### src/rtl/mod5_pkg.sv
// Shared definitions for the mod-5 seek controller: state encoding, counter
// geometry, direction constants and modular arithmetic helpers.
package mod5_pkg;

    localparam int MOD   = 5;
    localparam int CNT_W = 3;

    typedef enum logic [1:0] {
        ST_IDLE = 2'd0,
        ST_STEP = 2'd1,
        ST_DONE = 2'd2
    } state_t;

    localparam logic DIR_UP   = 1'b0;
    localparam logic DIR_DOWN = 1'b1;

    // (a - b) mod MOD for operands already in 0..MOD-1
    function automatic logic [CNT_W-1:0] mod5_dist(input logic [CNT_W-1:0] a,
                                                   input logic [CNT_W-1:0] b);
        logic [CNT_W:0] diff;
        diff = {1'b0, a} + (CNT_W+1)'(MOD) - {1'b0, b};
        if (diff >= (CNT_W+1)'(MOD)) begin
            diff = diff - (CNT_W+1)'(MOD);
        end
        return diff[CNT_W-1:0];
    endfunction

    function automatic logic [CNT_W-1:0] mod5_next(input logic [CNT_W-1:0] cnt,
                                                   input logic             dir);
        logic [CNT_W-1:0] nxt;
        if (dir == DIR_UP) begin
            nxt = (cnt == CNT_W'(MOD - 1)) ? '0 : cnt + CNT_W'(1);
        end else begin
            nxt = (cnt == '0) ? CNT_W'(MOD - 1) : cnt - CNT_W'(1);
        end
        return nxt;
    endfunction

endpackage

### src/rtl/mod5_counter.sv
// Mod-5 position counter; steps once per enabled cycle in the given direction,
// wrapping 4<->0.
module mod5_counter
    import mod5_pkg::*;
(
    input  logic             Clock,
    input  logic             Reset,
    input  logic             En,
    input  logic             Dir,
    output logic [CNT_W-1:0] Value
);

    logic [CNT_W-1:0] value_q;
    logic [CNT_W-1:0] value_d;

    always_comb begin
        value_d = value_q;
        if (En) begin
            value_d = mod5_next(value_q, Dir);
        end
    end

    always_ff @(posedge Clock) begin
        if (!Reset) begin
            value_q <= '0;
        end else begin
            value_q <= value_d;
        end
    end

    assign Value = value_q;

endmodule

### src/rtl/mod5_seek_ctrl.sv
// Seek controller: moves a mod-5 counter to a requested target along the
// shortest (or forced upward) path, with abort, error and completion pulses.
module mod5_seek_ctrl
    import mod5_pkg::*;
(
    input  logic             Clock,
    input  logic             Reset,
    input  logic             Start,
    input  logic [CNT_W-1:0] Target,
    input  logic             Mode,
    input  logic             Abort,
    output logic [CNT_W-1:0] Count,
    output logic             Busy,
    output logic             Done,
    output logic             Err,
    output logic [CNT_W-1:0] Steps
);

    state_t           state_q, state_d;
    logic [CNT_W-1:0] target_q, target_d;
    logic             dir_q, dir_d;
    logic [CNT_W-1:0] steps_q, steps_d;
    logic             busy_q, busy_d;
    logic             done_q, done_d;
    logic             err_q, err_d;
    logic             cnt_en;
    logic [CNT_W-1:0] dist_up, dist_dn, dist_sel;

    mod5_counter u_counter (
        .Clock (Clock),
        .Reset (Reset),
        .En    (cnt_en),
        .Dir   (dir_q),
        .Value (Count)
    );

    assign dist_up = mod5_dist(Target, Count);
    assign dist_dn = mod5_dist(Count, Target);

    always_comb begin
        state_d  = state_q;
        target_d = target_q;
        dir_d    = dir_q;
        steps_d  = steps_q;
        err_d    = 1'b0;
        cnt_en   = 1'b0;
        dist_sel = '0;

        case (state_q)
            ST_IDLE: begin
                // Abort outranks Start: neither a seek nor an error is raised
                if (Start && !Abort) begin
                    if (Target > CNT_W'(MOD - 1)) begin
                        err_d = 1'b1;
                    end else begin
                        target_d = Target;
                        steps_d  = '0;
                        if (Mode || (dist_up <= dist_dn)) begin
                            dir_d    = DIR_UP;
                            dist_sel = dist_up;
                        end else begin
                            dir_d    = DIR_DOWN;
                            dist_sel = dist_dn;
                        end
                        state_d = (dist_sel == '0) ? ST_DONE : ST_STEP;
                    end
                end
            end
            ST_STEP: begin
                if (Abort) begin
                    state_d = ST_IDLE;
                end else begin
                    cnt_en  = 1'b1;
                    steps_d = steps_q + CNT_W'(1);
                    if (mod5_next(Count, dir_q) == target_q) begin
                        state_d = ST_DONE;
                    end
                end
            end
            ST_DONE: begin
                state_d = ST_IDLE;
            end
            default: begin
                state_d = ST_IDLE;
            end
        endcase

        busy_d = (state_d == ST_STEP);
        done_d = (state_d == ST_DONE);
    end

    always_ff @(posedge Clock) begin
        if (!Reset) begin
            state_q  <= ST_IDLE;
            target_q <= '0;
            dir_q    <= DIR_UP;
            steps_q  <= '0;
            busy_q   <= 1'b0;
            done_q   <= 1'b0;
            err_q    <= 1'b0;
        end else begin
            state_q  <= state_d;
            target_q <= target_d;
            dir_q    <= dir_d;
            steps_q  <= steps_d;
            busy_q   <= busy_d;
            done_q   <= done_d;
            err_q    <= err_d;
        end
    end

    assign Busy  = busy_q;
    assign Done  = done_q;
    assign Err   = err_q;
    assign Steps = steps_q;

endmodule

### config.mk
export PLATFORM = sky130hd
export DESIGN_NAME = mod5_seek_ctrl
export DESIGN_NICKNAME = d
export VERILOG_FILES = /design/src/rtl/mod5_pkg.sv /design/src/rtl/mod5_counter.sv /design/src/rtl/mod5_seek_ctrl.sv
export SDC_FILE = /design/constraint.sdc
export NUM_CORES = 1
export LEC_CHECK = 0
export CAP_MARGIN = 20
export CORE_ASPECT_RATIO = 0.8
export CORE_UTILIZATION = 50
export CTS_BUF_LIST = sky130_fd_sc_hd__clkbuf_16
export CTS_CLUSTER_DIAMETER = 50
export CTS_CLUSTER_SIZE = 28
export DETAILED_ROUTE_END_ITERATION = 16
export GPL_ROUTABILITY_DRIVEN = 0
export PLACE_DENSITY = 0.72
export SYNTH_ARGS = -nofsm -noshare
export SYNTH_HDL_FRONTEND = slang
export SYNTH_SLANG_ARGS = --single-unit
### constraint.sdc
create_clock -name Clock -period 10.3 [get_ports Clock]
set_input_delay 2.06 -clock Clock [delete_from_list [all_inputs] [get_ports Clock]]
set_output_delay 2.06 -clock Clock [all_outputs]
set_load 0.03 [all_outputs]
======== Word level (Yosys, flattened, before mapping) ========
Cells that the tools add are included.
operators by class
  mux-type cells .......................... 25
  bitwise operators ....................... 1
  eq/ne operators ......................... 8
  add/sub/neg operators ................... 9
  $lt $le $gt $ge ......................... 4
  reduce and logical (&&, ||, !) cells .... 10
operators with widths
  kind                                                                                 number
  3-bit 2-to-1 mux                                                                     14
  2-bit 2-to-1 mux                                                                     5
  3-bit by 3-bit adder with 4-bit output, second input constant                        2
  4-bit by 3-bit greater-or-equal comparator with 1-bit output, second input constant  2
  4-bit by 3-bit subtractor with 4-bit output                                          2
  3-bit by 1-bit adder with 3-bit output, second input constant                        2
  3-bit zero test                                                                      2
  2-bit != test, second input constant                                                 3
  3-bit one-hot mux with 2 select lines                                                1
  3-bit AND reduction                                                                  2
  3-bit subtractor, second input constant                                              2
  2-bit by 1-bit equality test with 1-bit output, second input constant                2
  1-bit 2-to-1 mux                                                                     4
  2-bit one-hot mux with 2 select lines                                                1
  4-bit AND reduction                                                                  1
  3-bit equality test                                                                  1
  3-bit equality test, second input constant                                           1
  3-bit > comparator, second input constant                                            1
  3-bit <= comparator                                                                  1
  3-bit by 1-bit subtractor with 3-bit output, second input constant                   1
  2-bit equality test, second input constant                                           1
  2-bit zero test                                                                      1
  2-bit nonzero test                                                                   1
  1-bit logical AND                                                                    1
  3 further kinds                                                                      3
word-level totals
  bits of input ports ..................... 8
  output and inout port bits .............. 9
  logic and storage cells ................. 65
  register bits ........................... 15

======== Logic depth before layout (Yosys ltp) ========
  word-level depth ........................ 16
  mapped depth ............................ 18
  mapped depth without buffers ............ 18

======== Modules after synthesis ========
A second synthesis with hierarchy kept.
second synthesis, totals
  cell total of the unflattened synthesis .. 154
  area, all modules ....................... 1,282.5 um2
modules (own cells, without submodules)
  module          times used  cells an instance  area each (um2)
  mod5_seek_ctrl  1           128                1,063.5
  mod5_counter    1           26                 219.0

======== Worst setup path before layout ========
OpenSTA, ideal clock, no wires.
  path kind ............................... input -> register
  start ................................... input Target[1]
  end ..................................... register busy_q, in the netlist Busy
  data required time ...................... 10,183 ps
  path slack .............................. 5,547 ps
  buffers on the path ..................... 0
  library setup time ...................... 117 ps
  stages .................................. 18
  arrival ................................. 4,635 ps
  path through ............................ inv_1 > ha_1 > inv_1 > ha_1 > inv_1 > ha_1 > inv_1 > o21ai_0 > nand2_1 > nand2_1 > o21ai_0 > ha_1 > nor2b_1 > o21a_1 > o21a_1 > nor2_1 > a32oi_2 > a32o_1
on the way
  cells in the longest elaborated chain, start to end .. 16
  elaborated cells on any way between the ends .. 22
ends and longest elaborated chain
  item                                                                                                     RTL line                        text
  start: declaration                                                                                       mod5_seek_ctrl.sv:9             input logic [CNT_W-1:0] Target,
  3-bit by 3-bit adder with 4-bit output                                                                   mod5_pkg.sv:21                  diff = {1'b0, a} + (CNT_W+1)'(MOD) - {1'b0, b};
  4-bit by 3-bit subtractor with 4-bit output                                                              mod5_pkg.sv:21
  4-bit by 3-bit greater-or-equal comparator with 1-bit output / 3-bit subtractor (equally long branches)  mod5_pkg.sv:22, mod5_pkg.sv:23
  3-bit 2-to-1 mux                                                                                         mod5_pkg.sv:22                  if (diff >= (CNT_W+1)'(MOD)) begin
  3-bit <= comparator                                                                                      mod5_seek_ctrl.sv:58            if (Mode || (dist_up <= dist_dn)) begin
  1-bit logical OR                                                                                         mod5_seek_ctrl.sv:58
  3-bit 2-to-1 mux                                                                                         mod5_seek_ctrl.sv:58
  3-bit 2-to-1 mux                                                                                         mod5_seek_ctrl.sv:53            if (Target > CNT_W'(MOD - 1)) begin
  3-bit 2-to-1 mux                                                                                         mod5_seek_ctrl.sv:52            if (Start && !Abort) begin
  3-bit 2-to-1 mux                                                                                         mod5_seek_ctrl.sv:49            case (state_q)
  3-bit zero test                                                                                          mod5_seek_ctrl.sv:65            state_d = (dist_sel == '0) ? ST_DONE : ST_STEP;
  2-bit 2-to-1 mux                                                                                         mod5_seek_ctrl.sv:65
  2-bit 2-to-1 mux (*)                                                                                     mod5_seek_ctrl.sv:53
  2-bit 2-to-1 mux (*)                                                                                     mod5_seek_ctrl.sv:52
  2-bit one-hot mux with 2 select lines (*)                                                                mod5_seek_ctrl.sv:49
  2-bit by 1-bit equality test with 1-bit output (*)                                                       mod5_seek_ctrl.sv:88            busy_d = (state_d == ST_STEP);
  end signal: assignment                                                                                   mod5_seek_ctrl.sv:106           busy_q <= busy_d;
  end: declaration                                                                                         mod5_seek_ctrl.sv:23            logic busy_q, busy_d;
Mark *: on every way between the ends. The rest lies on a longest branch, timed or not. The select of a mux whose other input is x is not followed.
A chain may end at the register's enable or synchronous reset.

======== Worst setup path after layout ========
Same ends and word-level chain as after synthesis.

==> flow_metrics.py <==
metrics = {
    "outcome": {
        "status": "finished with violations",
        "violations": "DRC",
    },
    "clock_network": {
        "cts_buffers": 3,
        "cts-root-buf": "clkbuf_16",
        "cts_num_sinks": 15,
        "clk_pin_slew_ns": 0.05,
        "clock_path_buffers": 2,
        "ctsHoldBuffers": 0,
        "cts_tree": "yes",
        "cts_resized": 0,
        "htree_levels": 1,
        "insertion_delay_ns": 0.24,
        "postCtsSetupBuffers": 0,
    },
    "pwr": {
        "p_total_mw": 0.230,
        "power_frac_seq": 0.282,
        "leakage_nw": 0.668,
        "intPower_mw": 0.154,
        "p_switching_mw": 0.0761,
        "vdd_ir_drop_max_uv": 121,
        "power_per_cell_area_nw_per_um2": 152,
        "clkPwrFrac": 0.320,
        "switching_share": 0.331,
        "p_comb_frac": 0.398,
    },
    "logic_synthesis": {
        "synthMuxAreaShare": 0.0331,
        "ys_async_sr_fraction": 0,
        "synth-compound-area-share": 0.194,
        "synth_nets": 173,
        "synthDistinctLibCells": 32,
        "synthAdderAreaFrac": 0.221,
        "yosys.area_share.simple": 0.172,
        "yosysWarnings": 0,
        "synth_top_family_by_area": "adder cells",
        "syn_area_per_cell_um2": 8.71,
        "synthCells": 143,
        "ys.flop_type": "dfxtp_1",
        "ys_seq_area_frac": 0.241,
        "ys_seq_elements": 15,
        "synth-xor-area-share": 0.0964,
        "synth_edf_count": 0,
        "syn_area_um2": 1250,
    },
    "sta": {
        "fin_crit_ns": 5.39,
        "finalSetupViolations": 0,
        "worstMarginPinSlew_ns": 0.602,
        "timing.final.crit_share": 0.523,
        "timing.final.ws_setup_ns": 4.91,
        "finalMaxSlewViolations": 0,
        "hold_ws_ns": 0.493,
        "fin_worst_skew_ns": 0.00432,
        "final-hold-violation-count": 0,
        "rsz0062_at_grt": "false",
        "slew_headroom": 0.594,
        "max_freq_mhz": 185,
        "fin_tns_setup_ns": 0,
    },
    "global_route": {
        "grt_first_pass_wirelength_um": 4390,
        "grt_pass1_vias": 972,
        "antenna_found_initial": 0,
        "grt_util_all_layers": 0.223,
        "grt_max_degree": 15,
        "grt_overflow_total": 0,
    },
    "worst_setup_path": {
        "critPathLaunch": "Target[1]",
        "r2r_end": "Busy",
        "worstPathMaxFanout": 4,
        "startpoint_type": "input port",
        "endpoint": "Busy",
        "endpoint_kind": "flop",
        "rr_worst_depth": 17,
        "cp.required_ns": 10.43,
        "crit_cells": 19,
        "critPathTopFamily": "adder cells",
        "critPathArrivalTime_ns": 5.52,
        "critical-path-slowest-cell": "clkdlybuf4s50_1",
        "crit_buf_inv": 5,
        "path_class": "in -> reg",
        "critPathMaxStageDelay_ns": 0.51,
        "rr_startpoint": "u_counter.Value[0]",
        "timing.reg2reg.setup_slack_ns": 6.91,
        "crit_chain": "clkdlybuf4s50_1 -> inv_1 -> ha_1 -> inv_1 -> ha_1 -> inv_1 -> ha_1 -> inv_1 -> o21ai_0 -> nand2_1 -> nand2_1 -> o21ai_0 -> ha_1 -> nor2b_1 -> o21a_1 -> o21a_1 -> nor2_1 -> a32oi_2 -> a32o_1",
    },
    "die": {
        "die_h_um": 46.7,
        "core_um2": 2250,
        "ios": 17,
        "die_w_um": 57.8,
        "start_util": 0.553,
        "dieArea_um2": 2700,
        "rows": 15,
    },
    "detailed_routing": {
        "met1_length_um": 1350,
        "wl_met2_um": 1210,
        "topRoutingLayerUsed": "met4",
        "vias": 1035,
        "routedWlPerCell_um": 14.3,
        "wl_um": 2670,
        "dr_wl_met3_um": 83,
        "drc": 1,
        "ant_nets": 0,
        "drt_pass1_iterations": 10,
        "via_per_inst": 5.53,
        "drtIter0Drc": 35,
    },
    "final_layout": {
        "fin_util": 0.673,
        "final_common_cell": "ha_1",
        "final_cells": 187,
        "fillCellCount": 206,
        "final_cell_mix": "ha_1 (22), clkdlybuf4s50_1 (16), dfxtp_1 (15), nor2_1 (15), inv_1 (13)",
        "diodes": 0,
        "layout.nets": 193,
        "syn2layout_area_growth_pct": 21.6,
        "finish.instance_area_um2": 1520,
        "layout-drive-gt1-share": 0.0802,
    },
    "place": {
        "port_buffers": 16,
        "place_inst": 183,
        "placed_area_um2": 1440,
        "place_ws_ns": 4.68,
        "dp_hpwl_um": 2020,
    },
    "flow_run": {
        "cap_viol_max_count": 0,
    },
    "hold_path": {
        "worstHoldPathType": "reg -> reg",
    },
}
-- synth_stat cells, types with 4 or more instances --
master,number,area (um2)
a21oi_1,9,45.0
a32o_1,4,40.0
dfxtp_1,15,300
ha_1,22,275
inv_1,12,45.0
nand2_1,11,41.3
nor2_1,15,56.3
nor2b_1,4,25.0
nor3b_1,4,30.0
o21ai_0,8,40.0
xnor2_1,5,43.8
xor2_1,5,43.8
-- metal layers --
metal / vias up / GRT usage
met5: - / 0
met1: 482 / 0.290
met4: 0 / 0.0714
met2: 17 / 0.363
li1: 532 / -
met3: 4 / 0.0590
-- flip-flops by register name (all words and copies together), names as in the netlist --
register	count
Busy	1
Done	1
Err	1
Steps	3
dir_q	1
state_q	2
target_q	3
u_counter.Value	3
-- layout make-up --
class                      instances  area [um2]  area share
sequential                        15         300       0.198
clock inverter                     1        3.75     0.00248
inverter                          12        45.0      0.0297
clock buffer                       3        75.1      0.0495
tap                               25        31.3      0.0206
multi-input combinational        114         892       0.589
timing repair buffer              17         168       0.111
-- power by group through the flow --
| stage | logic [mW] | clock network [mW] | registers (mW) |
|---|---|---|---|
| after floorplan | 0.0670 | 0 | 0.0682 |
| final | 0.0915 | 0.0736 | 0.0650 |
| after global routing | 0.102 | 0.0782 | 0.0652 |
| after CTS | 0.0909 | 0.0746 | 0.0649 |
| after global placement | 0.0866 | 0 | 0.0658 |
| after detailed placement | 0.0895 | 0 | 0.0660 |
-- worst min-delay path by stage --
stage                              to  cells after the start        start  slack, ns
final                     target_q[0]                      2  target_q[0]       0.49
after global routing      target_q[0]                      2  target_q[0]       0.52
after CTS                 target_q[0]                      2  target_q[0]       0.50
after detailed placement  target_q[0]                      2  target_q[0]       0.49
after global placement    target_q[0]                      2  target_q[0]       0.49
after floorplan           target_q[0]                      2  target_q[0]       0.46
-- logic make-up after synthesis --
kind of cell | after synthesis
xor+xnor | 12
simple gates | 41
flops | 15
mux | 4
buf+inv | 14
fa+ha+maj | 22
compound gates | 35
-- tightest hold or removal path: cells and delay by family (launching register included) --
kind             cells  cell delay [ns]
flip-flops           1             0.32
AO/OA/AOI/OAI        1             0.06
AND/OR/NAND/NOR      1             0.05
Power figures use the tool's default switching activity.
